`config.mk`:
```
export PLATFORM = sky130hd
export DESIGN_NAME = alu_ctrl_pipe
export DESIGN_NICKNAME = d
export VERILOG_FILES = /design/src/rtl/alu_ctrl_pipe.sv
export SDC_FILE = /design/constraint.sdc
export NUM_CORES = 1
export LEC_CHECK = 0
export BUFFER_PORTS_ARGS = -buffer_cell sky130_fd_sc_hd__buf_2
export CELL_PAD_IN_SITES_DETAIL_PLACEMENT = 0
export CELL_PAD_IN_SITES_GLOBAL_PLACEMENT = 1
export CORE_ASPECT_RATIO = 0.5
export CORE_MARGIN = 3
export CORE_UTILIZATION = 31
export CTS_CLUSTER_SIZE = 40
export DETAILED_ROUTE_END_ITERATION = 10
export PLACE_DENSITY = 0.75
export REMOVE_ABC_BUFFERS = 1
export SYNTH_ARGS = -nofsm -noshare
export SYNTH_HDL_FRONTEND = slang
export SYNTH_SLANG_ARGS = --single-unit
```
`constraint.sdc`:
```
create_clock -name clk -period 1.37 [get_ports clk]
set_input_delay 0.411 -clock clk [delete_from_list [all_inputs] [get_ports clk]]
set_output_delay 0.411 -clock clk [all_outputs]
set_load 0.01 [all_outputs]
```
`src/rtl/alu_ctrl_pipe.sv`:
```
`default_nettype none
// ==== alu_ctrl_pipe : 2-stage ALU-control decoder with ready/valid and illegal counter ====
// ==== rev 1.0 | optional macro ALU_CTRL_SHIFT_EN adds LSL/LSR decode                  ====
module alu_ctrl_pipe #(
  parameter int OPC_W  = 11,
  parameter int CTRL_W = 4,
  parameter int CNT_W  = 8
) (
  input  logic              clk,
  input  logic              rst_n,
  input  logic              in_valid,
  output logic              in_ready,
  input  logic [1:0]        alu_op,
  input  logic [OPC_W-1:0]  opcode,
  output logic              out_valid,
  input  logic              out_ready,
  output logic [CTRL_W-1:0] alu_ctrl,
  output logic              illegal,
  input  logic              cnt_clr,
  output logic [CNT_W-1:0]  illegal_cnt
);

  localparam logic [10:0] c_OPC_ADD = 11'b10001011000;
  localparam logic [10:0] c_OPC_SUB = 11'b11001011000;
  localparam logic [10:0] c_OPC_AND = 11'b10001010000;
  localparam logic [10:0] c_OPC_ORR = 11'b10101010000;
`ifdef ALU_CTRL_SHIFT_EN
  localparam logic [10:0] c_OPC_LSL = 11'b11010011011;
  localparam logic [10:0] c_OPC_LSR = 11'b11010011010;
`endif

  logic [10:0]      w_rop;
  logic [3:0]       w_ctrl;
  logic             w_ill;
  logic             w_s2_load;
  logic             w_s1_load;
  logic             w_out_xfer;

  logic             r_s1_valid;
  logic [3:0]       r_s1_ctrl;
  logic             r_s1_ill;
  logic             r_s2_valid;
  logic [3:0]       r_s2_ctrl;
  logic             r_s2_ill;
  logic [CNT_W-1:0] r_cnt;

  assign w_rop = opcode[OPC_W-1 -: 11];

  always_comb begin
    w_ctrl = 4'b0000;
    w_ill  = 1'b0;
    case (alu_op)
      2'b00: w_ctrl = 4'b0010;
      2'b01: w_ctrl = 4'b0111;
      2'b10: begin
        case (w_rop)
          c_OPC_ADD: w_ctrl = 4'b0010;
          c_OPC_SUB: w_ctrl = 4'b0110;
          c_OPC_AND: w_ctrl = 4'b0000;
          c_OPC_ORR: w_ctrl = 4'b0001;
`ifdef ALU_CTRL_SHIFT_EN
          c_OPC_LSL: w_ctrl = 4'b0011;
          c_OPC_LSR: w_ctrl = 4'b0100;
`endif
          default:   w_ill  = 1'b1;
        endcase
      end
      default: w_ill = 1'b1;
    endcase
  end

  // S1 may refill in the same cycle its entry advances into S2
  assign w_s2_load  = !r_s2_valid || out_ready;
  assign w_s1_load  = !r_s1_valid || w_s2_load;
  assign in_ready   = rst_n && w_s1_load;
  assign w_out_xfer = r_s2_valid && out_ready;

  always_ff @(posedge clk) begin
    if (!rst_n) begin
      r_s1_valid <= 1'b0;
      r_s1_ctrl  <= 4'b0000;
      r_s1_ill   <= 1'b0;
      r_s2_valid <= 1'b0;
      r_s2_ctrl  <= 4'b0000;
      r_s2_ill   <= 1'b0;
    end else begin
      if (w_s2_load) begin
        r_s2_valid <= r_s1_valid;
        if (r_s1_valid) begin
          r_s2_ctrl <= r_s1_ctrl;
          r_s2_ill  <= r_s1_ill;
        end
      end
      if (w_s1_load) begin
        r_s1_valid <= in_valid;
        if (in_valid) begin
          r_s1_ctrl <= w_ctrl;
          r_s1_ill  <= w_ill;
        end
      end
    end
  end

  always_ff @(posedge clk) begin
    if (!rst_n || cnt_clr) begin
      r_cnt <= '0;
    end else if (w_out_xfer && r_s2_ill && (r_cnt != {CNT_W{1'b1}})) begin
      r_cnt <= r_cnt + 1'b1;
    end
  end

  assign out_valid   = r_s2_valid;
  assign alu_ctrl    = CTRL_W'(r_s2_ctrl);
  assign illegal     = r_s2_ill;
  assign illegal_cnt = r_cnt;

endmodule
`default_nettype wire

```
# == After elaboration in Yosys (flattened, before gate mapping) ==
# Index checks and enable logic that the tools add are counted.
# Widths: inputs -> output; s select.
# word_totals
register_bits,20
in_bits,18
# op_classes
add_sub_neg,1
n_eq_ne,7
n_mux,4
reduce_logical,15
# op_table
cell,count
$eq 11x11->1 const B,4
$pmux 3 s3,2
$add 8x1->8 const B,1
$ne 8x8->1 const B,1
$logic_and 1x1->1,4
$reduce_and 2->1,2
$reduce_or 4->1,1
$logic_not 1->1,3
$logic_or 1x1->1,3
$eq 2x1->1 const B,1
$eq 2x2->1 const B,1
$logic_not 2->1,1
$pmux 1 s2,1
$reduce_or 2->1,1
$mux 1,1

# == Depth between registers and ports, before layout ==
# Gate-level depths: netlist of run 1.
# depth
word_depth,4
ltp_mapped,4
ltp_nobuf,4

# == Worst setup path before layout of run 1 ==
# OpenSTA, ideal clock, no wires.
# synth_timing
path_type,input -> register
from,input port opcode[2]
to,register r_s1_ctrl[1]
t_arrival_ns,1.404
t_required_ns,1.312
path_slack_ns,-0.092
stages,3
path_buffers,0
cell_sequence,or4_4 > nor4_1 > o221a_2
# synth_between
elab_chain_len,3
elab_cells_between_ends,5
classes_between,3 x eq/ne; 2 x mux
# synth_lines
element,line,rtl
start: declaration,14,"input logic [OPC_W-1:0] opcode,"
$eq 11x11->1,56,case (w_rop)
$pmux 3 s3 (*),56,
$pmux 3 s3 (*),52,case (alu_op)
end signal: assignment,97,r_s1_ctrl <= w_ctrl;
end: declaration,40,logic [3:0] r_s1_ctrl;
# Mark *: on every way between the ends. The rest lies on a longest branch, timed or not.
# A chain may end at the register's enable or synchronous reset.

# == Worst setup path in the final report of run 1 ==
# layout_timing
from,input port opcode[0]
to,register r_s1_ctrl[1]
# Same word-level chain as after synthesis.

==> results by group, run 1 <==
Outcome
  • Status: finished, violations left
  • Failing checks: negative setup slack

Setup path
  • Delay-heaviest family, CP: simple AND/OR/NAND/NOR gates
  • Crit path required time: ~1600 ps
  • CP cell instances: buf_2, or4_4, nor4_1, o221a_2
  • Crit path launch type: input port
  • Setup CP Type: input port to register
  • Worst Setup End Kind: register
  • Reg-to-Reg Start: illegal_cnt[0]
  • Max incr delay on CP: ~570 ps
  • Critical Path Start: opcode[0]
  • Buf/Inv on CP: 1
  • WP data arrival: 1580 ps
  • Critical Path Fanout Max: 4
  • Slowest-stage cell, CP: or4_4

Route
  • Post-Route WL: ~2200 um
  • DR WL/cell: about 12 um
  • Drt first-iter violations: slightly above 40
  • Vias per cell: ~5
  • Pre-Repair DR Iteration Count: 4
  • Drt drc: 0
  • Via count of the routed design: 936
  • Antenna Nets Post-Route: 0

Global route
  • Vias in the first global route: roughly 800
  • First-pass GRT wire length: around 3600 um
  • Antenna violations before repair: 0
  • Gr usage total: 0.130
  • Gr ovfl total: 0
  • Largest net degree at the start of global routing: 11

Job
  • Max-cap violations: 0

Clock tree
  • CTS tree: done
  • Post-cts hold buffer count: 0
  • CTS buffer count: 3
  • Clk buf depth: 2
  • Clock transition at path regs: ~70 ps
  • Clock sink count: 18
  • CTS root buf: clkbuf_8
  • Clk_lat worst skew: between 200 and 300 ps
  • H-tree depth: 1

Pwr
  • Clock network power share: 0.398
  • Comb power frac: 0.111
  • NetSw: approximately 0.00026 W
  • Pint: approximately 0.00086 W
  • Sequential share of power: 0.491
  • Leakage: roughly 0.56 nW
  • Switching portion of total power: 0.232
  • VDD IR max: approximately 0.38 mV
  • PwrDens: 873 mW/mm2

STA
  • Hold Vio Cnt, Final: 0
  • Minimum clock period: roughly 1400 ps
  • Final Skew: just over 9 ps
  • Part of the cycle the worst path needs: 1.01
  • Fmax: just over 0.7 GHz
  • RSZ-0062 raised after global routing: yes
  • Fin. max-slew vios: 0
  • Final Setup Violations: 1
  • Final worst slack: -12.0 ps

Floorplanning
  • Die height: between 40 and 50 um
  • Core area: 0.00268 mm2
  • Cell row count: 13
  • Die area: 0.00365 mm2
  • Die width: 82.5 um
  • Boundary pin count: 33
  • Initial Util: 0.338

Placement
  • Cell Area, Placed: 0.00117 mm2
  • Gpl congestion: 0.773
  • Port Buffers: 31
  • Dpl hpwl: approximately 1700 um

Synthesis
  • Synthesized area: a little over 900 um2
  • Register area share after synthesis: 0.398
  • Number of synthesized flops with an enable pin: 0
  • Cells after synthesis: 104
  • Post-synth ARST share: 0
  • FF+latch count, synth: 18
  • Post-synthesis cell type count: 33
  • Top FF cell, synth: dfxtp_1
  • YS warnings: 0
  • Syn_area_per_cell: a little under 9 um2

Layout
  • Final-stage net count: approximately 170
  • Synthesis-to-finish area growth: 41.3%
  • Proportion of layout cells with a drive suffix above 1: 0.412
  • Antenna fix cells: 0
  • Post-route cell area: around 0.0013 mm2
  • End-of-flow core utilization: 0.477

Min path
  • HP Class: input port to register
  • Hold Path Origin: in_valid
area by class of cell:
type                       instances  area, um2
clock buffer                       4       55.1
fill                             275       1400
inverter                           4       15.0
multi-input combinational         79        554
sequential                        18        364
tap                               37       46.3
timing repair buffer              43        245
placed cells by master, fill, tap and decap left out, types with 2 or more instances in the layout:
| cell type | n |
|---|---|
| a211oi_1 | 5 |
| a21oi_1 | 9 |
| a31oi_1 | 2 |
| and2_1 | 2 |
| and3_1 | 6 |
| buf_2 | 31 |
| buf_4 | 12 |
| clkbuf_8 | 4 |
| dfxtp_1 | 15 |
| dfxtp_2 | 3 |
| inv_1 | 4 |
| mux2i_1 | 3 |
| nand2_1 | 7 |
| nand2b_1 | 5 |
| nand3_1 | 8 |
| nor4_1 | 2 |
| o21ai_0 | 5 |
| o221a_2 | 3 |
Yosys cell counts (all sizes together), types with 2 or more instances:
cell type  count  area, um2
nand3          8       40.0
mux2i          3       30.0
a21oi         10       50.1
inv            4       15.0
nor2b          2       12.5
and2           3       18.8
o21ai          5       25.0
clkbuf         2       7.51
nand2          7       26.3
a211oi         5       37.5
dfxtp         18        360
nor4           4       25.0
a31oi          3       18.8
nand2b         5       31.3
o221a          3       33.8
and3           6       37.5
state kept, by name, indices dropped and copies added, names as in the netlist:
signal / cells
illegal_cnt: 8
alu_ctrl: 3
out_valid: 1
r_s1_valid: 1
illegal: 1
r_s1_ctrl: 3
r_s1_ill: 1
path summary, 6_finish.rpt:
kind                            slack [ps]             end  cells after the start
worst max-delay path                   -10    r_s1_ctrl[1]                      4
worst min register to register         470     alu_ctrl[0]                      2
worst min-delay path                   420      r_s1_valid                      3
worst max register to register          60  illegal_cnt[1]                      4
cells by family (layout without fill, tap and decap cells):
group / Yosys count / after routing / share of synthesized area
compound gates: 29 / 29 / 0.210
other cells: 1 / 1 / 0.00414
fa+ha+maj: 1 / 1 / 0.0138
mux: 4 / 4 / 0.0456
simple gates: 44 / 44 / 0.296
flops: 18 / 18 / 0.398
buf+inv: 7 / 51 / 0.0332
what timing repair did:
item                       4_1_cts  5_1_grt
gates cloned                     0        0
hold endpoints to repair         0        0
resized for setup                6        5
pin swaps                        1        2
buffers inserted                 1        0
setup endpoints to repair        3        9
power by group through the flow:
| stage | Clock (W) | Sequential [W] | Combinational [W] |
|---|---|---|---|
| floorplan | 0 | 0.000561 | 0.0000488 |
| global placement | 0 | 0.000561 | 0.000114 |
| detailed placement | 0 | 0.000561 | 0.000114 |
| CTS | 0.000451 | 0.000548 | 0.000121 |
| global route | 0.000470 | 0.000551 | 0.000140 |
| finish | 0.000444 | 0.000549 | 0.000124 |
worst min-delay path: cells and delay by family:
| kind | cells | cell delay [ps] |
|---|---|---|
| buffers and inverters | 2 | 170 |
| AOI/OAI and AO/OA | 1 | 50 |
routing by layer:
metal,GRT usage,wire length (um),vias to the layer above
met3,0.0366,106,0
met5,0,0,-
met4,0.0298,0,0
met1,0.166,1050,431
met2,0.218,1040,24
li1,-,-,481
per-stage QoR:
step	worst slack, ps	total power, W	std cells	hold slack [ps]	TNS [ps]
2_1_floorplan	-92.5	0.000610	101	444	-287
3_3_place_gp	-225	0.000675	180	453	-850
4_1_cts	2.49	0.00112	185	415	0
6_report	-12.0	0.00112	185	420	-12.0
5_1_grt	-20.4	0.00116	185	446	-67.4
3_5_place_dp	-267	0.000675	180	464	-967
No activity file was read; power rests on OpenSTA's default activity.
==> run 2, diff against run 1 <==
--- a/config.mk
+++ b/config.mk
@@ -15,6 +15,7 @@
 export DETAILED_ROUTE_END_ITERATION = 10
 export PLACE_DENSITY = 0.75
 export REMOVE_ABC_BUFFERS = 1
+export SETUP_SLACK_MARGIN = 0.15
 export SYNTH_ARGS = -nofsm -noshare
 export SYNTH_HDL_FRONTEND = slang
 export SYNTH_SLANG_ARGS = --single-unit
==> run 2 against run 1 <==
  * The run now ends clean
  * First-iteration DRC count shrank 15%
  * Wire length grew 6.2%
  * Count of clock-buffer cells in the layout is the same
  * Maximum frequency grew 3.7%
  * Sequential cell count is the same
  * Critical path type is now register to output port
  * Sequential share of layout area shrank 1.8 points
  * Global-route usage grew 0.31 points
  * Die area is the same
  * Non-clock buffer count grew 3
  * Highest routed layer is now met4
  * Combinational power grew 18%
==> results by group, run 2 (synthesized netlist as in run 1, its figures left out) <==
Placement
  • Gpl congestion: 0.773 (unchanged)
  • Dpl hpwl: 1660 um (unchanged)
  • Port Buffers: 31 (unchanged)
  • Dpl ws: -267 ps (unchanged)

Pwr
  • PwrDens: 782 mW/mm2 (-10%)
  • Pint: 0.000866 W (+0.94%)
  • Switching portion of total power: 0.229 (-0.00248)
  • Comb power frac: 0.130 (+0.019)
  • Sequential share of power: 0.481 (-0.010)
  • NetSw: 0.000258 W (-0.46%)
  • VDD IR max: 0.378 mV (+0.18%)
  • Clock network power share: 0.389 (-0.009)
  • Leakage: 0.596 nW (+6.4%)

Floorplanning
  • Initial Util: 0.338 (unchanged)
  • Die width: 82.5 um (unchanged)
  • Die area: 0.00365 mm2 (unchanged)
  • Die height: 44.2 um (unchanged)
  • Boundary pin count: 33 (unchanged)
  • Core area: 0.00268 mm2 (unchanged)
  • Cell row count: 13 (unchanged)

Route
  • Drt drc: 0 (unchanged)
  • DR WL/cell: 12.5 um (+4.5%)
  • Drt first-iter violations: 35 (-15%)
  • Pre-Repair DR Iteration Count: 4 (unchanged)
  • Vias per cell: 5.04 (-0.33%)
  • Antenna Nets Post-Route: 0 (unchanged)
  • Post-Route WL: 2340 um (+6.2%)
  • Via count of the routed design: 948 (+1.3%)

Clock tree
  • Clock transition at path regs: 70 ps (about the same)
  • Clk buf depth: 2 (unchanged)
  • Clock sink count: 18 (unchanged)
  • Clk_lat worst skew: 260 ps (about the same)
  • CTS buffer count: 3 (unchanged)
  • H-tree depth: 1 (unchanged)
  • CTS tree: done
  • CTS root buf: clkbuf_8

Layout
  • Antenna fix cells: 0 (unchanged)
  • Largest register FFs: 8 (unchanged)
  • Final-stage net count: 171 (+1.8%)
  • Most frequent cells in the layout: buf_2 (25), buf_4 (12), a21oi_1 (9), buf_6 (9)
  • Most common cell after layout, fill and taps aside: buf_2
  • Synthesis-to-finish area growth: 58.7%
  • Proportion of layout cells with a drive suffix above 1: 0.530 (+0.118)

Setup path
  • WP data arrival: 920 ps (-660 ps)
  • Max incr delay on CP: 320 ps (-250 ps)
  • Buf/Inv on CP: 1 (unchanged)
  • Crit path required time: 960 ps (-610 ps)
  • Setup CP Type: register to output port
  • Crit path launch type: register
  • Critical Path Fanout Max: 2 (-2)
  • CP cell instances: nor2b_4, a21oi_2, buf_2
  • Delay-heaviest family, CP: flip-flops
  • Slowest-stage cell, CP: dfxtp_2
  • Worst Setup End Kind: output port

STA
  • Fmax: 0.750 GHz (+3.7%)
  • Fin. max-slew vios: 0 (unchanged)
  • Final Skew: 6.77 ps (-2.29 ps)
  • Setup_tns: 0 ps (+12.0 ps)
  • Final worst slack: 37.2 ps (+49.2 ps)
  • Hold Vio Cnt, Final: 0 (unchanged)
  • Part of the cycle the worst path needs: 0.973 (-0.0359)
  • Final Setup Violations: 0 (-1)
  • Minimum clock period: 1330 ps (-49.2 ps)
  • RSZ-0062 raised after global routing: yes

Global route
  • Largest net degree at the start of global routing: 11 (unchanged)
  • Gr ovfl total: 0 (unchanged)
  • Antenna violations before repair: 0 (unchanged)
  • Vias in the first global route: 811 (+0.87%)
  • First-pass GRT wire length: 3680 um (+1.7%)
  • Gr usage total: 0.133 (+0.00309)

Min path
  • HP Class: input port to register

Outcome
  • Status: finished, final reports clean

Job
  • Max-cap violations: 0 (unchanged)
run 2: changes by cell type in the layout (fill, tap and decap cells not counted), moves of 2 or more:
cell | previous run | this run
a211oi_1 | 5 | 3
a211oi_2 | 0 | 2
buf_2 | 31 | 25
buf_6 | 0 | 9
dfxtp_1 | 15 | 8
dfxtp_2 | 3 | 6
dfxtp_4 | 0 | 4
nor4_1 | 2 | 0
nor4_2 | 1 | 3
run 2: routing by layer:
| layer | vias to the layer above | global-route usage | routed length (um) | share of wire |
|---|---|---|---|---|
| li1 | 490 | - | - | - |
| met1 | 430 | 0.166 | 1020 | 0.43 |
| met2 | 26 | 0.223 | 1200 | 0.51 |
| met3 | 2 | 0.0386 | 114 | 0.049 |
| met4 | 0 | 0.0397 | 14 | 0.0060 |
| met5 | - | 0 | 0 | 0 |
run 2: timing repair:
item | 4_1_cts | 5_1_grt
setup endpoints to repair | 19 | 17
pin swaps | 12 | 2
hold buffers | 0 | 0
buffers inserted | 2 | 2
endpoints found under the hold margin | 0 | 0
resized for setup | 30 | 15
run 2: power by group through the flow:
stage	logic, W	clock network [W]	registers (W)
after floorplan	0.0000488	0	0.000561
after global placement	0.000114	0	0.000561
after detailed placement	0.000114	0	0.000561
after CTS	0.000135	0.000451	0.000546
after global routing	0.000161	0.000470	0.000543
final	0.000146	0.000438	0.000541
run 2: layout make-up:
class / count / area, um2
Clock buffer: 4 / 55.1
Fill cell: 255 / 1250
Inverter: 4 / 15.0
Multi-Input combinational cell: 79 / 622
Sequential cell: 18 / 383
Tap cell: 37 / 46.3
Timing Repair Buffer: 46 / 317
run 2: worst reg2reg max path: stages (launching register included):
cell and delay [ps]:
dfxtp_2 330, buf_4 130, nand3_1 230, nor4b_2 340
a211oi_1 100
run 2: per-stage QoR:
step                      utilization  area (um2)  std cells  power (W)  hold slack, ps
after floorplan                     -         891        101   0.000610             444
after global placement          0.438        1170        180   0.000675             453
after detailed placement        0.438        1170        180   0.000675             464
after CTS                       0.507        1360        186    0.00113             415
after global routing            0.536        1440        188    0.00117             446
final                           0.536        1440        188    0.00112             420
run 2: path summary, 6_finish.rpt:
kind | start | endpoint | slack, ps | cells after the start
setup reg to reg | out_valid | illegal_cnt[4] | 130 | 4
hold / removal | in_valid | r_s1_valid | 420 | 3
hold reg to reg | illegal_cnt[4] | illegal_cnt[4] | 470 | 1
setup / recovery | out_valid | in_ready | 40 | 3
==> run 3, diff against run 2 <==
==> config.mk (replaced) <==
export PLATFORM = sky130hd
export DESIGN_NAME = alu_ctrl_pipe
export DESIGN_NICKNAME = d
export VERILOG_FILES = /design/src/rtl/alu_ctrl_pipe.sv
export SDC_FILE = /design/constraint.sdc
export NUM_CORES = 1
export LEC_CHECK = 0
export CELL_PAD_IN_SITES_DETAIL_PLACEMENT = 0
export CELL_PAD_IN_SITES_GLOBAL_PLACEMENT = 1
export CORE_ASPECT_RATIO = 0.6
export CORE_MARGIN = 3
export CORE_UTILIZATION = 39
export CTS_CLUSTER_SIZE = 40
export DETAILED_ROUTE_END_ITERATION = 10
export DONT_BUFFER_PORTS = 1
export PLACE_DENSITY = 0.74
export REMOVE_ABC_BUFFERS = 1
export SETUP_SLACK_MARGIN = 0.15
export SYNTH_ARGS = -nofsm -noshare
export SYNTH_HDL_FRONTEND = slang
export SYNTH_SLANG_ARGS = --single-unit
==> run 3 against run 2 <==
  * Sequential cell count unchanged
  * Wire length grew 13%
  * Die area is 19% lower
==> results by group, run 3 (synthesized netlist as in run 1, its figures left out) <==
Pwr
  • Pwr Total: 0.00108 W (-3.6%)
  • PwrDens: 827 mW/mm2 (+5.8%)
  • Comb power frac: 0.089 (-0.041)
  • Clock network power share: 0.401 (+0.012)
  • Switching portion of total power: 0.228 (-0.00168)
  • NetSw: 0.000247 W (-4.3%)
  • Sequential share of power: 0.509 (+0.028)
  • VDD IR max: 0.378 mV (+0.17%)
  • Leakage: 0.485 nW (-19%)
  • Pint: 0.000837 W (-3.4%)

Floorplanning
  • Core area: 0.00201 mm2 (-25%)
  • Die height: 43.3 um (-2.0%)
  • Die area: 0.00296 mm2 (-19%)
  • Cell row count: 12 (-1)
  • Initial Util: 0.450 (+0.113)
  • Die width: 68.2 um (-17%)
  • Boundary pin count: 33 (unchanged)

Global route
  • Gr ovfl total: 0 (unchanged)
  • Gr busiest metal: met2
  • Met3 usage: 0.106 (+0.0676)
  • M1 GR Usage: 0.246 (+0.0796)
  • Gr usage total: 0.182 (+0.0492)
  • Largest net degree at the start of global routing: 11 (unchanged)
  • Met2 usage: 0.251 (+0.0280)
  • Antenna violations before repair: 0 (unchanged)
  • First-pass GRT wire length: 4000 um (+8.4%)
  • Vias in the first global route: 853 (+5.2%)

Min path
  • Hold Path Sink: r_s1_ctrl[1]
  • HP Class: input port to register
  • Hold Crit Depth: 1 (-2)
  • Hold Path Origin: rst_n

STA
  • Hold Vio Cnt, Final: 0 (unchanged)
  • Final Setup Violations: 0 (unchanged)
  • Final worst slack: 54.8 ps (+17.5 ps)
  • Minimum clock period: 1320 ps (-17.5 ps)
  • Fin. max-slew vios: 0 (unchanged)
  • RSZ-0062 raised after global routing: yes
  • Part of the cycle the worst path needs: 0.960 (-0.0128)
  • Final Skew: 1.17 ps (-5.60 ps)
  • Fmax: 0.760 GHz (+1.3%)
  • Hold WS: 290 ps (-130 ps)

Layout
  • Largest register FFs: 8 (unchanged)
  • End-of-flow core utilization: 0.651 (+0.115)
  • Antenna fix cells: 0 (unchanged)
  • Proportion of layout cells with a drive suffix above 1: 0.467 (-0.0626)
  • Most common cell after layout, fill and taps aside: buf_4
  • Most frequent cells in the layout: buf_4 (14), dfxtp_1 (10), a21oi_1 (9)
  • Post-route cell area: 0.00131 mm2 (-8.9%)
  • Final-stage net count: 142 (-17%)
  • Synthesis-to-finish area growth: 44.6%

Route
  • Vias per cell: 6.05 (+20%)
  • Drt drc: 0 (unchanged)
  • Via count of the routed design: 907 (-4.3%)
  • Antenna Nets Post-Route: 0 (unchanged)
  • Pre-Repair DR Iteration Count: 4 (unchanged)
  • Post-Route WL: 2630 um (+13%)
  • DR WL/cell: 17.6 um (+41%)
  • Drt first-iter violations: 44 (+26%)

Placement
  • Gpl congestion: 0.765 (-1.1%)
  • Dpl ws: -180 ps (+87.4 ps)
  • Dpl hpwl: 1780 um (+7.2%)
  • Port Buffers: 0 (-100%)
  • Cell Area, Placed: 0.00102 mm2 (-13%)

Setup path
  • Worst Setup End Kind: output port
  • RR Endpoint: r_s1_ctrl[0]
  • Worst R2R Path Depth: 5 (+1)
  • R2r setup slk: 140 ps (about the same)
  • Max incr delay on CP: 350 ps (+30 ps)
  • Crit path launch type: register
  • Setup CP Type: register to output port
  • Critical Path Fanout Max: 3 (+1)
  • CP cell instances: nor2b_4, a21oi_4
  • Reg-to-Reg Start: out_valid
  • WP data arrival: 900 ps (-20 ps)
  • Crit path required time: 960 ps (about the same)
  • Slowest-stage cell, CP: dfxtp_4

Clock tree
  • Clk_lat worst skew: 260 ps (about the same)
  • CTS root buf: clkbuf_8
  • Clk buf depth: 2 (unchanged)
  • CTS buffer count: 3 (unchanged)
  • H-tree depth: 1 (unchanged)
  • Clock transition at path regs: 70 ps (about the same)
  • Post-cts hold buffer count: 0 (unchanged)
  • Clock sink count: 18 (unchanged)
  • CTS tree: done

Outcome
  • Status: finished, final reports clean

Job
  • Max-cap violations: 0 (unchanged)
-- run 3: power by group through the flow --
stage	clock, W	sequential, W	combinational (W)
2_1_floorplan	0	0.000561	0.0000488
3_3_place_gp	0	0.000564	0.0000671
3_5_place_dp	0	0.000564	0.0000666
4_1_cts	0.000437	0.000552	0.0000857
5_1_grt	0.000469	0.000552	0.000106
6_report	0.000435	0.000551	0.0000969
-- run 3: per-stage QoR --
stage / cells / setup TNS [ps]
after floorplan: 101 / -287
after global placement: 142 / -434
after detailed placement: 142 / -668
after CTS: 150 / 0
after global routing: 150 / 0
final: 150 / 0
-- run 3: critical path, delay by kind of cell (launching register included) --
kind	cells	cell delay, ps
flops	1	350
compound gates	1	160
simple gates	1	130
-- run 3: metal layers --
metal | routed length [um] | up-vias | part of all wire
met4 | 31 | 0 | 0.012
met1 | 1170 | 424 | 0.44
met5 | 0 | - | 0
met2 | 1140 | 42 | 0.43
li1 | - | 437 | -
met3 | 291 | 4 | 0.11
-- run 3: area by class of cell --
cell class | instances | area, um2
repair buffers | 17 | 139
inverters | 4 | 15.0
flip-flops and latches | 18 | 375
fillers | 164 | 702
multi-input cells | 79 | 691
clock buffers | 4 | 55.1
well taps | 28 | 35.0
-- run 3: worst max-delay path by stage --
stage / startpoint / to / slack (ps) / cells past startpoint
floorplan: opcode[2] / r_s1_ctrl[1] / -90 / 3
global placement: opcode[2] / r_s1_ctrl[1] / -120 / 3
detailed placement: opcode[2] / r_s1_ctrl[1] / -180 / 3
CTS: out_valid / in_ready / 70 / 2
global route: out_valid / in_ready / 20 / 2
finish: out_valid / in_ready / 50 / 2
-- run 3: timing repair --
item                                    4_1_cts  5_1_grt
pin swaps                                     6        7
resized for setup                            22       24
setup buffers                                 4        0
endpoints found under the hold margin         0        0
endpoints found under the setup margin       12       15
